### config.mk
export PLATFORM = sky130hd
export DESIGN_NAME = l2_bank_arbiter
export DESIGN_NICKNAME = d
export VERILOG_FILES = /design/src/rtl/l2_bank_arbiter.sv
export SDC_FILE = /design/constraint.sdc
export NUM_CORES = 1
export LEC_CHECK = 0
export ABC_AREA = 1
export CELL_PAD_IN_SITES_DETAIL_PLACEMENT = 1
export CELL_PAD_IN_SITES_GLOBAL_PLACEMENT = 1
export CORE_AREA = 5 5 223 225
export CTS_BUF_LIST = sky130_fd_sc_hd__clkbuf_2 sky130_fd_sc_hd__clkbuf_4 sky130_fd_sc_hd__clkbuf_8
export CTS_CLUSTER_SIZE = 12
export DETAILED_ROUTE_END_ITERATION = 8
export DIE_AREA = 0 0 228 230
export PLACE_DENSITY = 0.61
export SYNTH_ARGS = -nofsm -noshare
export SYNTH_HDL_FRONTEND = slang
export SYNTH_SLANG_ARGS = --single-unit
export TNS_END_PERCENT = 10
### constraint.sdc
create_clock -name clk_i -period 1.9 [get_ports clk_i]
set_input_delay 0.285 -clock clk_i [delete_from_list [all_inputs] [get_ports clk_i]]
set_output_delay 0.285 -clock clk_i [all_outputs]
set_load 0.02 [all_outputs]
### src/rtl/l2_bank_arbiter.sv
// l2_bank_arbiter: round-robin arbiter sharing one fixed-latency single-ported SRAM cut among N_REQ requesters.
// Build macro L2_ARB_INIT_EN adds a post-reset zero-fill sweep of the cut before any requester is served.
module l2_bank_arbiter #(
    parameter  int N_REQ       = 4,
    parameter  int DATA_WIDTH  = 64,
    parameter  int N_WORDS     = 16384,
    parameter  int MEM_LATENCY = 1,
    localparam int ADDR_WIDTH  = $clog2(N_WORDS),
    localparam int BE_WIDTH    = DATA_WIDTH / 8,
    localparam int IDX_WIDTH   = $clog2(N_REQ)
) (
    input  logic                                 clk_i,
    input  logic                                 rst_ni,
    input  logic [N_REQ-1:0]                     req_i,
    input  logic [N_REQ-1:0]                     we_i,
    input  logic [N_REQ-1:0][ADDR_WIDTH-1:0]     addr_i,
    input  logic [N_REQ-1:0][DATA_WIDTH-1:0]     wdata_i,
    input  logic [N_REQ-1:0][BE_WIDTH-1:0]       be_i,
    output logic [N_REQ-1:0]                     gnt_o,
    output logic [N_REQ-1:0]                     rvalid_o,
    output logic [DATA_WIDTH-1:0]                rdata_o,
    output logic                                 mem_req_o,
    output logic                                 mem_we_o,
    output logic [ADDR_WIDTH-1:0]                mem_addr_o,
    output logic [DATA_WIDTH-1:0]                mem_wdata_o,
    output logic [BE_WIDTH-1:0]                  mem_be_o,
    input  logic [DATA_WIDTH-1:0]                mem_rdata_i,
    output logic                                 init_done_o
);

    typedef struct packed {
        logic                 valid;
        logic [IDX_WIDTH-1:0] idx;
        logic                 we;
    } resp_t;

    logic                  run_en;
    logic                  sweep_en;
    logic [ADDR_WIDTH-1:0] sweep_addr;
    logic [IDX_WIDTH-1:0]  rr_ptr_q;
    logic                  grant_valid;
    logic [IDX_WIDTH-1:0]  winner;
    resp_t                 resp_pipe_q [MEM_LATENCY];
    resp_t                 resp_exit;

    // Index base+offset modulo N_REQ; both operands are below N_REQ, so one wrap suffices.
    function automatic logic [IDX_WIDTH-1:0] rr_index(input logic [IDX_WIDTH-1:0] base,
                                                      input int offset);
        int sum;
        sum = int'(base) + offset;
        if (sum >= N_REQ) sum = sum - N_REQ;
        return IDX_WIDTH'(sum);
    endfunction

`ifdef L2_ARB_INIT_EN
    typedef enum logic {
        INIT,
        RUN
    } state_e;

    state_e                state_q;
    logic [ADDR_WIDTH-1:0] init_addr_q;
    logic                  init_done_q;

    always_ff @(posedge clk_i or negedge rst_ni) begin
        if (!rst_ni) begin
            state_q     <= INIT;
            init_addr_q <= '0;
            init_done_q <= 1'b0;
        end else begin
            case (state_q)
                INIT: begin
                    init_addr_q <= init_addr_q + 1'b1;
                    if (init_addr_q == ADDR_WIDTH'(N_WORDS - 1)) begin
                        state_q     <= RUN;
                        init_done_q <= 1'b1;
                    end
                end
                RUN: state_q <= RUN;
                default: state_q <= INIT;
            endcase
        end
    end

    // The sweep is gated by rst_ni so the cut port stays quiet while reset is held.
    assign sweep_en    = rst_ni && (state_q == INIT);
    assign sweep_addr  = init_addr_q;
    assign run_en      = init_done_q;
    assign init_done_o = init_done_q;
`else
    assign sweep_en    = 1'b0;
    assign sweep_addr  = '0;
    assign run_en      = rst_ni;
    assign init_done_o = rst_ni;
`endif

    // NOTE: every always_comb output gets a default first, so no path can leave one unassigned and infer a latch.
    always_comb begin
        grant_valid = 1'b0;
        winner      = '0;
        for (int k = 0; k < N_REQ; k++) begin
            if (run_en && !grant_valid && req_i[rr_index(rr_ptr_q, k)]) begin
                grant_valid = 1'b1;
                winner      = rr_index(rr_ptr_q, k);
            end
        end
    end

    always_comb begin
        gnt_o       = '0;
        mem_req_o   = 1'b0;
        mem_we_o    = 1'b0;
        mem_addr_o  = '0;
        mem_wdata_o = '0;
        mem_be_o    = '0;
        if (sweep_en) begin
            mem_req_o  = 1'b1;
            mem_we_o   = 1'b1;
            mem_addr_o = sweep_addr;
            mem_be_o   = '1;
        end else if (grant_valid) begin
            gnt_o[winner] = 1'b1;
            mem_req_o     = 1'b1;
            mem_we_o      = we_i[winner];
            mem_addr_o    = addr_i[winner];
            mem_wdata_o   = wdata_i[winner];
            mem_be_o      = be_i[winner];
        end
    end

    // NOTE: the response pipeline is reset so in-flight responses are dropped; the SRAM array itself is never reset.
    always_ff @(posedge clk_i or negedge rst_ni) begin
        if (!rst_ni) begin
            rr_ptr_q <= '0;
            for (int s = 0; s < MEM_LATENCY; s++) resp_pipe_q[s] <= '0;
        end else begin
            if (grant_valid) rr_ptr_q <= rr_index(winner, 1);
            resp_pipe_q[0] <= '{valid: grant_valid, idx: winner, we: we_i[winner]};
            for (int s = 1; s < MEM_LATENCY; s++) resp_pipe_q[s] <= resp_pipe_q[s-1];
        end
    end

    assign resp_exit = resp_pipe_q[MEM_LATENCY-1];

    // Writes are acknowledged with zero data so stale cut output never leaks to a requester.
    always_comb begin
        rvalid_o = '0;
        rdata_o  = '0;
        if (resp_exit.valid) begin
            rvalid_o[resp_exit.idx] = 1'b1;
            if (!resp_exit.we) rdata_o = mem_rdata_i;
        end
    end

    gnt_onehot_a: assert property (@(posedge clk_i) disable iff (!rst_ni) $onehot0(gnt_o));
    rvalid_onehot_a: assert property (@(posedge clk_i) disable iff (!rst_ni) $onehot0(rvalid_o));

endmodule

==> results.sh, run 1 <==
export IMPL_core_sq_mm=0.0473
export IMPL_tightest_slew_ns=0.331
export IMPL_vias=9443
export IMPL_wl_per_cell_um=18.9
export IMPL_grt_pass1_wl_mm=63.6
export IMPL_cts_max_level=1
export IMPL_r2r_end="rr_ptr_q[1]"
export IMPL_yosysMostFrequentCell="nand2_1"
export IMPL_critPathLaunchType="flop"
export IMPL_area_delta_synth_final_pct=190
export IMPL_synth_warnings=0
export IMPL_wl_mm=44.0
export IMPL_ant_nets=0
export IMPL_grt_pass1_vias=10300
export IMPL_cts_sinks=6
export IMPL_die_w_um=228
export IMPL_fin_tns_setup_ns=-81.32
export IMPL_hold_violations=0
export IMPL_synth_top_area_share_pct=43.3
export IMPL_drv_cap=0
export IMPL_syn_avg_cell_area_sq_um=4.39
export IMPL_cts_tree="built"
export IMPL_ctsLongestPathBuffers=2
export IMPL_fin_nets=2137
export IMPL_synth_main_ff_cell="dfrtp_1"
export IMPL_synthDistinctLibCells=24
export IMPL_setup_viol_count_final=96
export IMPL_crit_family="buffers and inverters"
export IMPL_ys_top_cells_by_count="554 x nand2_1, 181 x nand3_1, 89 x a21oi_1"
export IMPL_vias_per_cell=4.05
export IMPL_insertion_delay_ns=0.23
export IMPL_synth_async_sr_flop_share_pct=100
export IMPL_drcViolationCount=0
export IMPL_finalClockSkew_ns=0.00619
export IMPL_fin_crit_ns=2.95
export IMPL_violations="setup timing"
export IMPL_place_worst_setup_slack_ns=-1.52
export IMPL_worst_hold_slack_ns=0.510
export IMPL_p_leak_nw=6.51
export IMPL_cts_hold_buf=0
export IMPL_gp_congestion=0.881
export IMPL_rows=80
export IMPL_power_density_mw_per_mm2=1750
export IMPL_grt_usage_pct=15.4
export IMPL_slew_viol_final=0
export IMPL_cts_buffers_inserted=3
export IMPL_cp_num_buf_inv=5
export IMPL_timing_final_ws_setup_ns=-1.05
export IMPL_arrival_ns=2.66
export IMPL_synth_edf_count=0
export IMPL_first_pass_iters=4
export IMPL_portBuffers=578
export IMPL_status="finished, violations left"
export IMPL_slowest_stage="dfrtp_2"
export IMPL_hpwl_mm=35.6
export IMPL_ys_seq_area_share_pct=3.13
export IMPL_max_freq_ghz=0.339
export IMPL_hold_class="primary input to asynchronous set/reset pin"
export IMPL_grt_setup_unrepaired="true"
export IMPL_cp_end_kind="primary output"
export IMPL_die_area_sq_mm=0.0524
export IMPL_crit_chain="buf_6, nand2_2, nand2_2, buf_4, nand2_1, nand2_1, nor2_4, nand2_2, nand2_4, bufbuf_16, buf_4, nand2_1, a21oi_4, clkdlybuf4s15_2"
export IMPL_r2r_setup_slack_ns=-0.37
export IMPL_r2r_start="rr_ptr_q[0]"
export IMPL_cts_root_buf="clkbuf_8"
export IMPL_drive_above_1_share_pct=25.8
export IMPL_yosysTopAreaCell="nand2_1"
export IMPL_ys_ff_latch=6
export IMPL_cp_max_fo=11
export IMPL_peakVddDrop_mv=0.755
export IMPL_syn_num_nets=1511
export IMPL_io_pins=579
export IMPL_reg2reg_depth=15
export IMPL_grt_max_degree=42
export IMPL_path_clk_slew_ns=0.04
export IMPL_fin_crit_sh_pct=155
export IMPL_antenna_found_initial=6
export IMPL_total_power_w=0.0244
export IMPL_synthTopCellsByArea="nand2_1 43%, nand3_1 19%, a21oi_1 9.3%, inv_1 6.0%, nor2_1 5.2%"
export IMPL_fin_util_pct=29.5
export IMPL_fp_dieH_um=230
export IMPL_syn_inst=1093
export IMPL_start_util_pct=10.1
export IMPL_required_ns=1.62
export IMPL_critical_path_max_stage_delay_ns=0.48
export IMPL_path_class="flop to primary output"
export IMPL_netlist_area_sq_mm=0.00480
export IMPL_drtIter0Drc=272
export IMPL_slew_limit_headroom_pct=77.9
export IMPL_overflow=0
## cells in the final DEF (no fill, tap or decap), drive strengths merged, types with 2 or more instances in the layout
cell / Yosys / layout
clkbuf: 22 / 11
bufbuf: 0 / 2
a21oi: 89 / 89
dlygate4sd2: 0 / 45
clkdlybuf4s15: 0 / 19
nand3: 181 / 181
inv: 80 / 79
nand4: 2 / 2
nor3: 5 / 5
clkdlybuf4s50: 0 / 419
o21ai: 3 / 3
nor2: 69 / 69
nand2: 562 / 562
buf: 72 / 220
dfrtp: 6 / 6
dlymetal6s2s: 0 / 2
## layout make-up
| type | count | area [sq um] |
|---|---|---|
| Sequential cell | 6 | 153 |
| Timing Repair Buffer | 715 | 7510 |
| Multi-Input combinational cell | 913 | 5150 |
| Clock buffer | 3 | 41.3 |
| Fill cell | 5910 | 33400 |
| Inverter | 80 | 318 |
| Antenna cell | 1 | 2.50 |
| Tap cell | 615 | 769 |
## worst max path at each step
stage	from	endpoint	slack [ns]	cells past startpoint
after CTS	rr_ptr_q[0]	mem_wdata_o[9]	-1.16	16
after floorplan	rr_ptr_q[0]	mem_wdata_o[24]	-0.26	16
after global routing	rr_ptr_q[0]	mem_wdata_o[16]	-1.20	16
after global placement	req_i[0]	mem_addr_o[12]	-1.48	15
final	rr_ptr_q[0]	mem_wdata_o[15]	-1.05	14
after detailed placement	req_i[0]	mem_wdata_o[50]	-1.52	15
## power by group
part           internal (W)  total, W  switching (W)
Clock              0.000136  0.000195      0.0000582
Combinational        0.0107    0.0239         0.0133
Sequential         0.000195  0.000291      0.0000955
Total                0.0110    0.0244         0.0135
## kinds of logic after synthesis
family                 share of synthesized area [%]
AND/OR/NAND/NOR                                 69.9
flip-flops                                      3.13
buffers and inverters                           17.2
AO/OA/AOI/OAI                                   9.72
## routing by layer
metal	GRT usage [%]	part of all wire, %
met1	18.1	40
met4	1.51	0.81
met2	29.1	52
met5	0	0.10
met3	3.85	6.8
## stage by stage
step | instances | cell area [sq um]
2_1_floorplan | 1093 | 5890
5_1_grt | 2332 | 13900
3_5_place_dp | 2306 | 13200
3_3_place_gp | 2306 | 13200
4_1_cts | 2326 | 13700
6_report | 2333 | 13900
## repair_timing
| item | in CTS | in global routing |
|---|---|---|
| gates cloned | 6 | 3 |
| resized for setup | 454 | 280 |
| setup endpoints to repair | 164 | 119 |
| hold endpoints to repair | 0 | 0 |
| buffers inserted | 11 | 3 |
| pin swaps | 7 | 14 |
## registers in the layout (all words and copies together) (netlist names)
signal and flops:
resp_exit 4, rr_ptr_q 2
(Power assumes the default switching activity.)
==> run 2, diff against run 1 <==
--- a/config.mk
+++ b/config.mk
@@ -6,6 +6,7 @@
 export NUM_CORES = 1
 export LEC_CHECK = 0
 export ABC_AREA = 1
+export ABC_CLOCK_PERIOD_IN_PS = 1900
 export CELL_PAD_IN_SITES_DETAIL_PLACEMENT = 1
 export CELL_PAD_IN_SITES_GLOBAL_PLACEMENT = 1
 export CORE_AREA = 5 5 223 225
==> results of run 2 <==
No change in the layout: final DEF, timing and power equal those of run 1.
==> run 3, diff against run 2 <==
--- a/config.mk
+++ b/config.mk
@@ -15,6 +15,7 @@
 export DETAILED_ROUTE_END_ITERATION = 8
 export DIE_AREA = 0 0 228 230
 export PLACE_DENSITY = 0.61
+export SLEW_MARGIN = 20
 export SYNTH_ARGS = -nofsm -noshare
 export SYNTH_HDL_FRONTEND = slang
 export SYNTH_SLANG_ARGS = --single-unit
==> results of run 3 <==
No change in the layout: final DEF, timing and power equal those of run 1.
